`src/rtl/uart_rx_fifo.sv`:
```
// Oversampling UART receiver with configurable width and parity. Received words
// land in a first-word-fall-through FIFO with per-word parity status and sticky error flags.
module uart_rx_fifo #(
  parameter int unsigned DATA_BITS  = 8,
  parameter int unsigned PARITY     = 0,
  parameter int unsigned OVERSAMPLE = 16,
  parameter int unsigned FIFO_DEPTH = 16,
  parameter int unsigned DIV_WIDTH  = 16
) (
  input  logic                               core_clk,
  input  logic                               core_rst,
  input  logic                               enable,
  input  logic [DIV_WIDTH-1:0]               clk_div,
  input  logic                               ser_rx,
  output logic                               rd_valid,
  input  logic                               rd_ready,
  output logic [DATA_BITS-1:0]               rd_data,
  output logic                               rd_perr,
  output logic [$clog2(FIFO_DEPTH+1)-1:0]    fifo_count,
  output logic                               frame_err,
  output logic                               overrun,
  input  logic                               err_clr,
  output logic                               busy
);

  localparam int unsigned CNT_W = $clog2(FIFO_DEPTH + 1);
  localparam int unsigned PTR_W = $clog2(FIFO_DEPTH);
  localparam int unsigned SC_W  = $clog2(OVERSAMPLE);
  localparam int unsigned IDX_W = $clog2(DATA_BITS + 1);
  localparam int unsigned ENT_W = DATA_BITS + 1;

  localparam logic [SC_W-1:0]  SC_MID   = SC_W'(OVERSAMPLE / 2 - 1);
  localparam logic [SC_W-1:0]  SC_LAST  = SC_W'(OVERSAMPLE - 1);
  localparam logic [IDX_W-1:0] IDX_LAST = IDX_W'(DATA_BITS - 1);
  localparam logic [CNT_W-1:0] CNT_FULL = CNT_W'(FIFO_DEPTH);
  localparam logic             ODD_PAR  = (PARITY == 1);

  typedef enum logic [2:0] {
    S_IDLE, S_START, S_DATA, S_PARITY, S_STOP, S_BREAK
  } state_t;

  state_t               state, state_n;
  logic [SC_W-1:0]      sc, sc_n;
  logic [IDX_W-1:0]     idx, idx_n;
  logic [DATA_BITS-1:0] shreg, shreg_n;
  logic                 perr_q, perr_n;
  logic                 push_c, ferr_set_c;
  logic [ENT_W-1:0]     push_word_c;

  logic                 rx_meta, rx_s;
  logic [DIV_WIDTH-1:0] div_cnt;
  logic                 tick_c;

  // Two-flop synchroniser; idles high so reset does not look like a start edge
  always_ff @(posedge core_clk) begin
    if (core_rst) begin
      rx_meta <= 1'b1;
      rx_s    <= 1'b1;
    end else begin
      rx_meta <= ser_rx;
      rx_s    <= rx_meta;
    end
  end

  // Oversample tick; held at zero in IDLE so the bit phase aligns to the start edge
  assign tick_c = (state != S_IDLE) && (div_cnt == clk_div);

  always_ff @(posedge core_clk) begin
    if (core_rst || state == S_IDLE) begin
      div_cnt <= '0;
    end else if (tick_c) begin
      div_cnt <= '0;
    end else begin
      div_cnt <= DIV_WIDTH'(div_cnt + 1'b1);
    end
  end

  always_ff @(posedge core_clk) begin
    if (core_rst) begin
      state  <= S_IDLE;
      sc     <= '0;
      idx    <= '0;
      shreg  <= '0;
      perr_q <= 1'b0;
      busy   <= 1'b0;
    end else begin
      state  <= state_n;
      sc     <= sc_n;
      idx    <= idx_n;
      shreg  <= shreg_n;
      perr_q <= perr_n;
      busy   <= (state_n != S_IDLE);
    end
  end

  always_comb begin
    state_n     = state;
    sc_n        = sc;
    idx_n       = idx;
    shreg_n     = shreg;
    perr_n      = perr_q;
    push_c      = 1'b0;
    ferr_set_c  = 1'b0;
    push_word_c = {perr_q, shreg};
    if (!enable) begin
      state_n = S_IDLE;
    end else begin
      case (state)
        S_IDLE: begin
          if (!rx_s) begin
            state_n = S_START;
            sc_n    = '0;
          end
        end
        S_START: begin
          if (tick_c) begin
            if (sc == SC_MID) begin
              sc_n  = '0;
              idx_n = '0;
              state_n = rx_s ? S_IDLE : S_DATA;
            end else begin
              sc_n = sc + 1'b1;
            end
          end
        end
        S_DATA: begin
          if (tick_c) begin
            if (sc == SC_LAST) begin
              sc_n    = '0;
              shreg_n = {rx_s, shreg[DATA_BITS-1:1]};
              idx_n   = idx + 1'b1;
              if (idx == IDX_LAST) begin
                perr_n  = 1'b0;
                state_n = (PARITY != 0) ? S_PARITY : S_STOP;
              end
            end else begin
              sc_n = sc + 1'b1;
            end
          end
        end
        S_PARITY: begin
          if (tick_c) begin
            if (sc == SC_LAST) begin
              sc_n    = '0;
              perr_n  = ((^shreg) ^ rx_s) != ODD_PAR;
              state_n = S_STOP;
            end else begin
              sc_n = sc + 1'b1;
            end
          end
        end
        S_STOP: begin
          if (tick_c) begin
            if (sc == SC_LAST) begin
              sc_n = '0;
              if (rx_s) begin
                push_c  = 1'b1;
                state_n = S_IDLE;
              end else begin
                ferr_set_c = 1'b1;
                state_n    = S_BREAK;
              end
            end else begin
              sc_n = sc + 1'b1;
            end
          end
        end
        S_BREAK: begin
          if (rx_s) begin
            state_n = S_IDLE;
          end
        end
        default: state_n = S_IDLE;
      endcase
    end
  end

  logic [ENT_W-1:0] mem [FIFO_DEPTH];
  logic [PTR_W-1:0] wr_ptr, rd_ptr, rd_ptr_inc;
  logic             full_c, pop_c, wr_en_c, drop_c;
  logic [CNT_W-1:0] count_n;
  logic [ENT_W-1:0] head_n;

  assign full_c     = (fifo_count == CNT_FULL);
  assign pop_c      = rd_valid && rd_ready;
  assign wr_en_c    = push_c && (!full_c || pop_c);
  assign drop_c     = push_c && full_c && !pop_c;
  assign rd_ptr_inc = PTR_W'(rd_ptr + 1'b1);

  // Next head: rd_data is a register holding the word that will be at the head
  always_comb begin
    count_n = fifo_count;
    case ({wr_en_c, pop_c})
      2'b10:   count_n = fifo_count + CNT_W'(1);
      2'b01:   count_n = fifo_count - CNT_W'(1);
      default: count_n = fifo_count;
    endcase
    head_n = {rd_perr, rd_data};
    if (pop_c) begin
      if (fifo_count > CNT_W'(1)) begin
        head_n = mem[rd_ptr_inc];
      end else if (wr_en_c) begin
        head_n = push_word_c;
      end else begin
        head_n = '0;
      end
    end else if (fifo_count == '0 && wr_en_c) begin
      head_n = push_word_c;
    end
  end

  always_ff @(posedge core_clk) begin
    if (wr_en_c) begin
      mem[wr_ptr] <= push_word_c;
    end
  end

  always_ff @(posedge core_clk) begin
    if (core_rst) begin
      wr_ptr     <= '0;
      rd_ptr     <= '0;
      fifo_count <= '0;
      rd_valid   <= 1'b0;
      rd_data    <= '0;
      rd_perr    <= 1'b0;
      frame_err  <= 1'b0;
      overrun    <= 1'b0;
    end else begin
      if (wr_en_c) begin
        wr_ptr <= PTR_W'(wr_ptr + 1'b1);
      end
      if (pop_c) begin
        rd_ptr <= rd_ptr_inc;
      end
      fifo_count         <= count_n;
      rd_valid           <= (count_n != '0);
      {rd_perr, rd_data} <= head_n;
      // A new error in the same cycle as err_clr wins
      frame_err          <= ferr_set_c | (frame_err & ~err_clr);
      overrun            <= drop_c | (overrun & ~err_clr);
    end
  end

endmodule
```
`config.mk`:
```
export PLATFORM = sky130hd
export DESIGN_NAME = uart_rx_fifo
export DESIGN_NICKNAME = d
export VERILOG_FILES = /design/src/rtl/uart_rx_fifo.sv
export SDC_FILE = /design/constraint.sdc
export NUM_CORES = 1
export LEC_CHECK = 0
export CORE_ASPECT_RATIO = 1.25
export CORE_MARGIN = 3
export CORE_UTILIZATION = 55
export CTS_CLUSTER_SIZE = 14
export DETAILED_ROUTE_END_ITERATION = 7
export GPL_TIMING_DRIVEN = 0
export PLACE_DENSITY = 0.83
export RECOVER_POWER = 100
export SLEW_MARGIN = 20
export SYNTH_ARGS = -nofsm -noshare
export SYNTH_HDL_FRONTEND = slang
export SYNTH_SLANG_ARGS = --single-unit
```
`constraint.sdc`:
```
create_clock -name core_clk -period 4.7 [get_ports core_clk]
set_input_delay 0.705 -clock core_clk [delete_from_list [all_inputs] [get_ports core_clk]]
set_output_delay 0.705 -clock core_clk [all_outputs]
set_load 0.05 [all_outputs]
```
==> results of run 1 <==
Yosys cell counts, drive strengths merged, types with 11 or more instances:
library cell  number
nor3              15
xor2              16
clkbuf            26
a21oi             25
nand2             88
mux4              36
dfxtp             64
edfxtp           144
nand3             22
xnor2             38
nor2              58
o21ai             12
ha                11
and3              14
where the power goes:
part | internal [mW] | switching [mW] | total [mW]
clock network | 0.879 | 0.637 | 1.52
logic | 0.235 | 0.399 | 0.634
registers | 1.97 | 0.0438 | 2.01
total | 3.08 | 1.08 | 4.16
layout make-up:
cell class                 instances  area (um2)
tap                              212         265
multi-input combinational        431        3170
fill                            1136        5570
inverter                           8        30.0
clock inverter                     4        46.3
timing repair buffer              38         380
sequential                       208        5610
buffer                            32         129
clock buffer                      31         563
registers in the layout (all words and copies together), names as in the netlist, 4 cells and up:
signal      cells
rd_data         8
shreg           8
div_cnt        16
rd_ptr          4
mem           144
fifo_count      5
idx             4
sc              4
wr_ptr          4
worst max-delay path, cell delays in order:
cell           delay [ns]
dlygate4sd3_1        0.60
nand2_1              0.16
or4b_1               0.60
or4_1                0.55
nor3_4               0.40
clkbuf_1             0.35
nand2_1              0.17
nor2_1               0.75
cells by family (layout without fill, tap and decap cells):
logic type / Yosys count / count (layout)
AOI/OAI and AO/OA: 75 / 75
DFF: 208 / 208
and+or+nand+nor: 249 / 249
buffers and inverters: 40 / 113
xor gates and xnor gates: 54 / 54
adders and majority gates: 11 / 11
muxes: 42 / 42
per-stage QoR:
stage	instances	utilization, %
2_1_floorplan	679	-
3_3_place_gp	929	60.9
3_5_place_dp	929	61.0
4_1_cts	964	64.9
5_1_grt	964	64.7
6_report	964	64.7
placed cells by master (no fill, tap or decap), drive strengths merged, types with 15 or more instances in the layout:
cell type      instances
xor2                  16
mux4                  36
clkbuf                61
edfxtp               144
a21oi                 25
dlygate4sd3           21
nand3                 22
nor3                  15
clkdlybuf4s50         17
dfxtp                 64
nand2                 88
nor2                  58
xnor2                 38
layer usage:
metal  vias up  GRT usage, %
met2       315          39.1
met5         -             0
met3        62          3.35
li1       2639             -
met4         0          8.54
met1      2846          28.3
worst paths after layout:
| kind | start | end | slack, ns | cells after the start |
|---|---|---|---|---|
| max reg2reg | sc[0] | mem[13][1] | 0.75 | 8 |
| min reg2reg | rx_meta | rx_s | 0.41 | 1 |
| min | rx_meta | rx_s | 0.41 | 1 |
| max | enable | mem[13][1] | 0.53 | 8 |
==> metrics.txt, run 1 <==
number of max-capacitance violations reported=0; Post-DRT Antenna Nets=0; worst-case headroom to the max-slew limit=16.2%; status=finished, final reports clean; maximum number of pins on one net before global-route repair=21; overall routing resource usage=22.4%; die width=120 um; cell type with the largest total area after synthesis=edfxtp_1; Layout area overhead=13.9%; Total Routed Length=19700 um; Core Area=0.0158 mm2; starting density of the core=56.8%; clock latency of the later-clocked register in the worst-skew pair=0.49 ns; n_diodes=0; DRC marker count from the first detailed-route iteration=637; power per standard cell area=408 mW/mm2; first-pass iteration count of the detailed router=7; synthesized-area fraction occupied by xor and xnor cells=5.29%; post-CTS setup buffers=0; standard-cell rows=51; layout net count=772; via count=5862; clock edge transition at the registers on the reported setup and hold paths=0.06 ns; worst-case hold slack=0.410 ns; Via-to-Cell Ratio=6.08; number of hold-repair buffers added at the cts stage=0; fraction of the mapped netlist area in compound gates=5.59%; CTS Buffer Depth=3; total count of hold-check failures in the final report=0; total CTS buffers=20; placed standard-cell area=0.00961 mm2; type of element launching the critical path=input port; count of cell types in the netlist=53; count of pins on the block boundary=40; mux contribution to synthesized area=9.73%; count of state elements after synthesis=208; Yosys Warn Count=0; largest cells by area after synthesis=edfxtp_1, dfxtp_1, mux4_2; Max IR drop VDD=0.000292 V; crit-path max FO=10; Syn Area/Cell=13.2 um2; time the final worst path needs with I/O delays and setup=4.17 ns; dominant register cell in the synthesized netlist=edfxtp_1; number of antenna violations at the first check in global routing=0; die outline area=0.0178 mm2; Arrival @ worst endpoint=4.28 ns; critical path class=in2reg; remaining design rule violation count=0; share of cells above drive strength 1=9.44%; crit path setup slack, layout=0.526 ns; post-synthesis instance area=0.00895 mm2; leakage component of the power=3.71 nW; count of pins over their slew limit=0; dominant combinational cell family by area after synthesis=simple AND/OR/NAND/NOR gates; critical path required time=4.81 ns; EDFF count, synth=144; unrepaired setup endpoints after global routing=no; Max Clock Freq=240 MHz; sum of routed wire segments on met1=7470 um; final clock period utilization by the worst path=88.8%; overall overflow remaining after global route=0; number of nets in the synthesized netlist=712; fraction of the mapped netlist area in adder cells=1.54%; via count of the first global-routing pass=5912; number of setup violations in the final report=0; half-perimeter wire length after placement=13500 um; sum of negative setup slack=0 ns; Setup Skew=0.0125 ns; CTS sink count=208; post-place setup slack=0.472 ns; Synth async-reset ratio=0%; synthesized netlist cell count=679; average wire length per cell after detail routing=20.4 um; proportion of synthesized chip area in sequential cells=62.6%; CTS H-tree lvls=1; Worst Hold Class=reg2reg; global-route wire length before repair=31300 um; PortBufs=38; Die H=149 um; share of the synthesized area in the top cell type=48.3%; met3 wire len=1510 um; Resize count post-CTS=0; wire length on met2=9850 um; clock tree root buffer cell=clkbuf_16; kind of capture point of the worst setup path=flip-flop; top routing layer in use=met4; final non-filler cell area=0.0102 mm2; GPL Wtd Cong=0.949; TritonCTS clock tree=yes; transition at the pin with the smallest max-transition slack=1.25 ns; basic-gate share of the synthesized area counting and, or, nand and nor cells=13.3%; Design Power=4.16 mW
No activity file was read; power rests on OpenSTA's default activity.
==> inputs of run 2 (changes only) <==
--- a/config.mk
+++ b/config.mk
@@ -5,6 +5,7 @@
 export SDC_FILE = /design/constraint.sdc
 export NUM_CORES = 1
 export LEC_CHECK = 0
+export CAP_MARGIN = 25
 export CORE_ASPECT_RATIO = 1.25
 export CORE_MARGIN = 3
 export CORE_UTILIZATION = 55
@@ -13,6 +14,7 @@
 export GPL_TIMING_DRIVEN = 0
 export PLACE_DENSITY = 0.83
 export RECOVER_POWER = 100
+export SKIP_LAST_GASP = 1
 export SLEW_MARGIN = 20
 export SYNTH_ARGS = -nofsm -noshare
 export SYNTH_HDL_FRONTEND = slang
==> results of run 2 <==
Final layout, timing and power as in run 1 (identical DEF).
